<file path="config.mk">
export PLATFORM = sky130hd
export DESIGN_NAME = posit_encode_pipe
export DESIGN_NICKNAME = d
export VERILOG_FILES = /design/src/rtl/posit_encode_pipe.sv
export SDC_FILE = /design/constraint.sdc
export NUM_CORES = 1
export LEC_CHECK = 0
export BUFFER_PORTS_ARGS = -buffer_cell sky130_fd_sc_hd__buf_2
export CAP_MARGIN = 40
export CORE_MARGIN = 2
export CORE_UTILIZATION = 55
export DETAILED_ROUTE_END_ITERATION = 8
export PLACE_DENSITY = 0.75
export SLEW_MARGIN = 20
export SYNTH_ARGS = -nofsm -noshare
export SYNTH_HDL_FRONTEND = slang
export SYNTH_SLANG_ARGS = --single-unit
</file>
<file path="constraint.sdc">
create_clock -name clk -period 4.8 [get_ports clk]
set_clock_uncertainty 0.2 [all_clocks]
set_input_delay 0.48 -clock clk [delete_from_list [all_inputs] [get_ports clk]]
set_output_delay 0.48 -clock clk [all_outputs]
set_load 0.01 [all_outputs]
</file>
<file path="src/rtl/posit_encode_pipe.sv">
// posit_encode_pipe
//   Three-stage posit encoder: takes an unpacked value (sign, signed scale,
//   MSB-aligned fraction, zero/NaR flags) and produces the packed posit word,
//   rounded to nearest-even and saturated to maxpos/minpos.
//
//   Stage 1 (split): regime value k, run length/polarity, saturation flags.
//   Stage 2 (pack) : regime||exponent||fraction stream, round, clamp.
//   Stage 3 (sign) : two's complement for negatives, zero/NaR overrides.
//
// Ports
//   clk, rst_n             clock, asynchronous active-low reset
//   in_valid / in_ready    input handshake
//   in_sign, in_zero,
//   in_nar                 sign, zero flag, NaR flag (NaR wins over zero)
//   in_scale [scale_w]     signed power-of-two exponent
//   in_frac  [frac_w]      fraction, MSB has weight 2^-1, hidden bit excluded
//   out_valid / out_ready  output handshake
//   out_posit [width]      encoded posit word
module posit_encode_pipe #(
    parameter int width   = 32,
    parameter int es      = 2,
    parameter int scale_w = 9,
    parameter int frac_w  = 32
) (
    input  logic               clk,
    input  logic               rst_n,
    input  logic               in_valid,
    output logic               in_ready,
    input  logic               in_sign,
    input  logic               in_zero,
    input  logic               in_nar,
    input  logic [scale_w-1:0] in_scale,
    input  logic [frac_w-1:0]  in_frac,
    output logic               out_valid,
    input  logic               out_ready,
    output logic [width-1:0]   out_posit
);

    localparam int STAGES = 3;
    localparam int BODY_W = es + frac_w;              // exponent || fraction
    localparam int RW     = $clog2(width) + 1;        // regime run length
    localparam int N      = width + BODY_W + 1;       // room for longest stream
    localparam int KMAX   = width - 2;

    typedef struct packed {
        logic              sign;
        logic              zero;
        logic              nar;
        logic              sat_max;
        logic              sat_min;
        logic              run_ones;   // k >= 0: run of ones, terminated by 0
        logic [RW-1:0]     run_len;
        logic [BODY_W-1:0] body;
    } s1_t;

    typedef struct packed {
        logic             sign;
        logic             zero;
        logic             nar;
        logic [width-2:0] mag;
    } s2_t;

    // ------------------------------------------------------------------
    // Handshake: a stage loads when empty or when it drains this cycle.
    // ------------------------------------------------------------------
    logic [STAGES:1] vld_pipe;
    logic            ld1, ld2, ld3;

    assign ld3       = !vld_pipe[3] || out_ready;
    assign ld2       = !vld_pipe[2] || ld3;
    assign ld1       = !vld_pipe[1] || ld2;
    assign in_ready  = ld1;
    assign out_valid = vld_pipe[3];

    always_ff @(posedge clk or negedge rst_n) begin
        if (!rst_n) begin
            vld_pipe <= '0;
        end else begin
            if (ld1) vld_pipe[1] <= in_valid;
            if (ld2) vld_pipe[2] <= vld_pipe[1];
            if (ld3) vld_pipe[3] <= vld_pipe[2];
        end
    end

    // ------------------------------------------------------------------
    // Stage 1: split scale into regime k and exponent bits
    // ------------------------------------------------------------------
    logic signed [scale_w-1:0] k;
    logic [BODY_W-1:0]         body_d;
    s1_t                       s1_d, s1_q;
    int                        kk;

    assign k = $signed(in_scale) >>> es;

    if (es > 0) begin : g_es
        assign body_d = {in_scale[es-1:0], in_frac};
    end else begin : g_no_es
        assign body_d = in_frac;
    end

    always_comb begin
        s1_d          = '0;
        kk            = int'(k);
        s1_d.sign     = in_sign;
        s1_d.zero     = in_zero;
        s1_d.nar      = in_nar;
        s1_d.sat_max  = kk >= KMAX;
        s1_d.sat_min  = kk < -KMAX;
        s1_d.run_ones = kk >= 0;
        s1_d.body     = body_d;
        // Saturated words get their magnitude forced in stage 2, so the run
        // length only has to be meaningful inside the representable range.
        if (!s1_d.sat_max && !s1_d.sat_min)
            s1_d.run_len = s1_d.run_ones ? RW'(kk + 1) : RW'(-kk);
    end

    always_ff @(posedge clk or negedge rst_n) begin
        if (!rst_n)                s1_q <= '0;
        else if (ld1 && in_valid)  s1_q <= s1_d;
    end

    // ------------------------------------------------------------------
    // Stage 2: build stream, round to nearest-even, clamp
    // ------------------------------------------------------------------
    logic [N-1:0]     seed, strm;
    logic [width-2:0] mag;
    logic             guard, sticky, rnd;
    logic [width-1:0] sum;
    s2_t              s2_d, s2_q;

    always_comb begin
        // Terminator bit sits right above the body; shifting by the run
        // length leaves exactly run_len vacated bits for the regime run.
        seed   = {~s1_q.run_ones, s1_q.body, {width{1'b0}}};
        strm   = (seed >> s1_q.run_len)
               | (s1_q.run_ones ? ~({N{1'b1}} >> s1_q.run_len) : '0);
        mag    = strm[N-1 -: width-1];
        guard  = strm[N-width];
        sticky = |strm[N-width-1:0];
        rnd    = guard && (sticky || mag[0]);
        sum    = {1'b0, mag} + {{(width-1){1'b0}}, rnd};

        s2_d      = '0;
        s2_d.sign = s1_q.sign;
        s2_d.zero = s1_q.zero;
        s2_d.nar  = s1_q.nar;
        if (s1_q.sat_max)
            s2_d.mag = '1;
        else if (s1_q.sat_min)
            s2_d.mag = {{(width-2){1'b0}}, 1'b1};
        else if (sum[width-1])              // carry would hit the sign bit
            s2_d.mag = '1;
        else if (sum[width-2:0] == '0)      // never round a nonzero to zero
            s2_d.mag = {{(width-2){1'b0}}, 1'b1};
        else
            s2_d.mag = sum[width-2:0];
    end

    always_ff @(posedge clk or negedge rst_n) begin
        if (!rst_n)                   s2_q <= '0;
        else if (ld2 && vld_pipe[1])  s2_q <= s2_d;
    end

    // ------------------------------------------------------------------
    // Stage 3: sign and specials
    // ------------------------------------------------------------------
    logic [width-1:0] posit_d;

    always_comb begin
        posit_d = {1'b0, s2_q.mag};
        if (s2_q.nar)
            posit_d = {1'b1, {(width-1){1'b0}}};
        else if (s2_q.zero)
            posit_d = '0;
        else if (s2_q.sign)
            posit_d = -{1'b0, s2_q.mag};
    end

    always_ff @(posedge clk or negedge rst_n) begin
        if (!rst_n)                   out_posit <= '0;
        else if (ld3 && vld_pipe[2])  out_posit <= posit_d;
    end

endmodule

</file>
# After elaboration in Yosys (flattened, before gate mapping)
# Cells that the tools add are included.
[totals]
regBits = 115
latch_bits = 0
ramBits = 0
mem_bits_ro = 0
in_bits = 48
output_inout_bits = 34
wordCells = 54
mem_count = 0
[op_classes]
add_sub_neg = 4
multipliers = 0
div = 0
order_cmp = 3
eq_ne = 0
shift = 2
muxes = 10
bitwise = 3
reduce_logical = 16
[ops]
columns = ["cell", "n"]
rows = [
  ["2-to-1 mux 31 bit", 4],
  ["2-to-1 mux 32 bit", 3],
  ["2-to-1 mux 67 bit", 1],
  ["NOT 67 bit", 1],
  ["OR 67 bit", 1],
  ["right shift 67 x 6 -> 67 bit", 1],
  ["right shift 67 x 6 -> 67 bit (first input constant)", 1],
  ["OR reduction 35 bit", 1],
  ["adder 31 x 1 -> 32 bit", 1],
  ["negation 31 -> 32 bit", 1],
  ["zero test 31 bit", 1],
  ["2-to-1 mux 6 bit", 2],
  ["greater-or-equal comparator 7 x 1 -> 1 bit (second input constant)", 1],
  ["greater-or-equal comparator 7 x 6 -> 1 bit (second input constant)", 1],
  ["less-than comparator 7 x 6 -> 1 bit (second input constant)", 1],
  ["adder 6 x 2 -> 6 bit (second input constant)", 1],
  ["negation 6 bit", 1],
  ["logical AND 1 bit", 5],
  ["zero test 1 bit", 5],
  ["logical OR 1 bit", 4],
  ["NOT 1 bit", 1],
]

# Depth between registers and ports, before layout
[depth]
ltp_word = 13
depth_mapped = 20
ltp_nobuf = 13

# Worst setup path after synthesis
# Ideal clock, no wire load.
[synth_path]
path_type = "reg-to-reg"
from = "reg s1_q[34] (netlist name)"
to = "reg s2_q[0] (netlist name)"
arrival_ps = 3938
required_ps = 4480
path_slack_ps = 542
stages_incl_launch_ff = 20
n_path_buf = 6
synth_period_minus_slack_ps = 4258
path_cell_list = "dfrtp_1 buf_6 buf_12 buf_12 buf_12 mux4_2 nand2_1 o21ai_0 a2111oi_0 inv_1 ha_1 and2_1 clkbuf_1 nand2_2 or4_1 clkbuf_1 nor2_1 xnor2_1 and4_1 a41o_1"
[synth_via]
elab_chain_cells = 13
[synth_lines]
columns = ["element", "line", "source"]
rows = [
  ["start, declared", "90", "s1_t s1_d, s1_q;"],
  ["start signal, assigned", "118", "if (!rst_n) s1_q <= '0;"],
  ["start signal, assigned", "119", "else if (ld1 && in_valid) s1_q <= s1_d;"],
  ["right shift 67 x 6 -> 67 bit", "136", "| (s1_q.run_ones ? ~({N{1'b1}} >> s1_q.run_len) : '0);"],
  ["NOT 67 bit", "136", ""],
  ["2-to-1 mux 67 bit", "136", ""],
  ["OR 67 bit (*)", "136", ""],
  ["OR reduction 35 bit", "139", "sticky = |strm[N-width-1:0];"],
  ["logical OR 1 bit", "140", "rnd = guard && (sticky || mag[0]);"],
  ["logical AND 1 bit", "140", ""],
  ["adder 31 x 1 -> 32 bit (*)", "141", "sum = {1'b0, mag} + {{(width-1){1'b0}}, rnd};"],
  ["zero test 31 bit", "153", "else if (sum[width-2:0] == '0)"],
  ["2-to-1 mux 31 bit", "153", ""],
  ["2-to-1 mux 31 bit (*)", "151", "else if (sum[width-1])"],
  ["2-to-1 mux 31 bit (*)", "149", "else if (s1_q.sat_min)"],
  ["2-to-1 mux 31 bit (*)", "147", "if (s1_q.sat_max)"],
  ["end signal, assigned", "160", "if (!rst_n) s2_q <= '0;"],
  ["end signal, assigned", "161", "else if (ld2 && vld_pipe[1]) s2_q <= s2_d;"],
  ["end, declared", "129", "s2_t s2_d, s2_q;"],
]
# Mark *: on every way between the ends. The rest lies on a longest branch, timed or not.
# A chain may end at the register's enable or synchronous reset.

# Worst setup path after layout
# Ends and elaborated chain as after synthesis.

==> run_results.csv <==
group,metric,value,unit
synth,synth_edf_count,0,
synth,ys.flop_type,"dfrtp_1",
pwr,switchingPower,2.138,mW
synth,ys_warn_count,0,
timing,fmax,223.3,MHz
setup_path,reg2reg_depth,15,
grt,grt_max_degree,55,
clock_tree,cts_buffer_depth,2,
min_path,min_from,"in_valid",
synth,syn_nets,1022,
clock_tree,clkTransAtPathRegs,0.06,ns
synth,synth_area,8937,um^2
clock_tree,h-tree-depth,4,
finish,syn2layout_area_growth,17.91,%
setup_path,cp.required,4.95,ns
detailed_routing,wl_per_cell,20.23,um
finish,diodes,0,
synth,async_flop_share,100.0,%
grt,antenna_found_initial,0,
finish,drive_gt1_share,28.48,%
setup_path,cp-start-kind,"flip-flop",
pwr,p_per_area,500.6,nW/um^2
job,drv_cap,0,
setup_path,setup.worst_path.end_class,"flip-flop",
setup_path,r2r_slack,0.32,ns
clock_tree,cts.sinks,115,
min_path,hold_depth,2,
timing,holdWs,0.08050,ns
timing,grt_setup_unrepaired,"no",
detailed_routing,ant_nets,0,
clock_tree,clock_tree.root_cell,"clkbuf_16",
setup_path,cpPeakStageDelay,0.56,ns
detailed_routing,first_iter_violations,680,
timing,finalSetupTns,0,ns
placement,place.gp.congestion,1.065,
finish,final_common_cell,"dfrtp_1",
setup_path,cpMostUsedCell,"buf_4",
timing,hold_viol,0,
die,die-area,17290,um^2
run_status,status,"complete, no violations",
pwr,switching_share,40.53,%
die,design.core.area,15890,um^2
die,pin_count,82,
pwr,finalPower,5.276,mW
timing,fin_crit,4.477,ns
placement,port_buffers,81,
clock_tree,numCtsBuffers,17,
die,die_w,131.5,um
pwr,clockPowerShare,24.3,%
min_path,hold_end,"s1_q[39]",
min_path,hp-class,"input pin to flip-flop",
timing,slew-limit-headroom,43.45,%
timing,setup_viol,0,
die,start_util,56.26,%
timing,period_share,93.28,%
clock_tree,insertion_delay,0.42,ns
pwr,p_int,3.138,mW
detailed_routing,vias,8259,
detailed_routing,drt-total-wl,26610,um
finish,layout.nets,1139,
finish,num-fill-cells,1352,
timing,max_slew.worst_pin.slew,0.8418,ns
setup_path,crit_slowest_cell,"mux4_2",
setup_path,reg2reg_from,"s1_q[34]",
finish,fin_util,66.34,%
pwr,leakage,4.351,nW
die,placement_rows,46,
synth,ys_types,85,
synth,synth-seq-area-share,32.20,%
pwr,pwr-share-seq,28.8,%
finish,fin_area,10540,um^2
timing,drv_slew,0,
synth,ys_ff_latch,115,
pwr,irDropWorstVdd,0.2846,mV
synth,syn_avg_cell_area,9.223,um^2
setup_path,crit_type,"flip-flop to flip-flop",
grt,grt_pass1_vias,8116,
synth,synth_cells,969,
placement,postPlaceCellArea,9916,um^2
grt,grt.total_usage,31.44,%
die,die_h,131.5,um
setup_path,reg2reg_to,"s2_q[0]",
finish,final_cell_mix,"114 x dfrtp_1, 99 x nand2_1, 86 x o21ai_0",
placement,dp_hpwl,20640,um
setup_path,worstPathMaxFanout,21,
detailed_routing,dr.pass1.iters,7,
setup_path,path_cells,"buf_12, buf_4, mux2i_1, mux4_2, o21ai_0, a31oi_1, a2111oi_4, buf_4, nand2_4, or4_4, buf_4, xor2_1, nand4_1, nor4_1, a41o_1",
setup_path,cp.arrival,4.63,ns
detailed_routing,drc,0,
grt,gr-total-overflow,0,
detailed_routing,routed_via_density,6.281,
pwr,pwr-share-comb,46.9,%
grt,grt_pass1_wl,43350,um
clock_tree,cts_tree,"done",
## cells in the mapped netlist, types with 8 or more instances
cell type,instances,area (um^2)
o211ai_1,9,67.56
o21ai_0,86,430.4
dfrtp_1,115,2878
o22a_1,27,236.5
nand2b_1,10,62.56
a31oi_1,9,56.30
nor2_1,58,217.7
xnor2_1,25,219.0
a21oi_1,39,195.2
inv_1,20,75.07
mux2_2,51,574.3
mux2i_1,39,390.4
and3_1,8,50.05
mux4_2,22,495.5
nand3_1,19,95.09
a21oi_2,15,131.4
o31ai_1,15,112.6
or4_1,10,75.07
clkbuf_1,40,150.1
buf_2,8,40.04
nor3_1,24,120.1
or3_1,10,62.56
o22ai_1,14,87.58
xor2_1,37,324.1
nand2_1,100,375.4
## stage by stage
step / setup WS [ns] / std cells
after floorplan: 0.5418 / 969
after global placement: 0.1528 / 1278
after detailed placement: 0.1668 / 1281
after CTS: 0.08482 / 1314
after global routing: 0.05272 / 1315
final: 0.3226 / 1315
## power by group through the flow
stage | clock network [mW] | logic [mW] | registers [mW]
2_1_floorplan | 0 | 1.59 | 1.49
3_3_place_gp | 0 | 2.40 | 1.53
3_5_place_dp | 0 | 2.41 | 1.54
4_1_cts | 1.29 | 2.43 | 1.53
5_1_grt | 1.35 | 2.69 | 1.56
6_report | 1.28 | 2.47 | 1.52
## state kept, by name, summed over array words and instances (netlist names)
signal	flops
s1_q	46
s2_q	34
vld_pipe	3
out_posit	32
## metal layers
metal	GRT usage (%)	wire length [um]	up-vias
li1	-	-	3853
met5	0	0	-
met1	37.24	10790	3990
met4	17.15	1543	0
met3	4.360	1129	96
met2	55.12	13140	320
## worst max-delay path, delay by kind of cell, from the launching register on
| kind | cells | cell delay (ns) |
|---|---|---|
| multiplexers | 2 | 0.75 |
| XOR/XNOR | 1 | 0.25 |
| AO/OA/AOI/OAI | 4 | 1.00 |
| AND/OR/NAND/NOR | 4 | 0.98 |
| buffers and inverters | 4 | 0.72 |
| flip-flops | 1 | 0.49 |
## logic make-up after synthesis
logic type | share of synthesized area [%]
multiplexers | 17.21
AO/OA/AOI/OAI | 20.97
buffers and inverters | 5.698
flip-flops | 32.20
adder cells (fa/ha/maj) | 0.7000
AND/OR/NAND/NOR | 17.15
XOR/XNOR | 6.076
## layout make-up
cell class	count	area, um^2	area share (%)
Multi-Input combinational cell	760	5559	52.75
Sequential cell	115	2879	27.32
Timing Repair Buffer	168	1149	10.90
Clock buffer	18	439.2	4.168
Tap cell	216	270.3	2.565
Clock inverter	14	151.4	1.437
Inverter	24	90.09	0.8549
## what timing repair did
| action | in CTS | in global routing |
|---|---|---|
| resized for setup | 0 | 2 |
| hold buffers | 1 | 0 |
| endpoints found under the setup margin | 0 | 4 |
| hold endpoints to repair | 15 | 0 |
| setup buffers | 0 | 0 |
## worst max path at each step
stage               startpoint       end  slack, ns
floorplan             s1_q[34]   s2_q[0]       0.54
global placement      s1_q[36]   s2_q[0]       0.15
detailed placement    s1_q[34]   s2_q[0]       0.17
CTS                   s1_q[34]   s2_q[0]       0.08
global route          s1_q[34]  s2_q[24]       0.05
finish                s1_q[34]   s2_q[0]       0.32
Note: power is estimated with default switching activity, not from simulation.
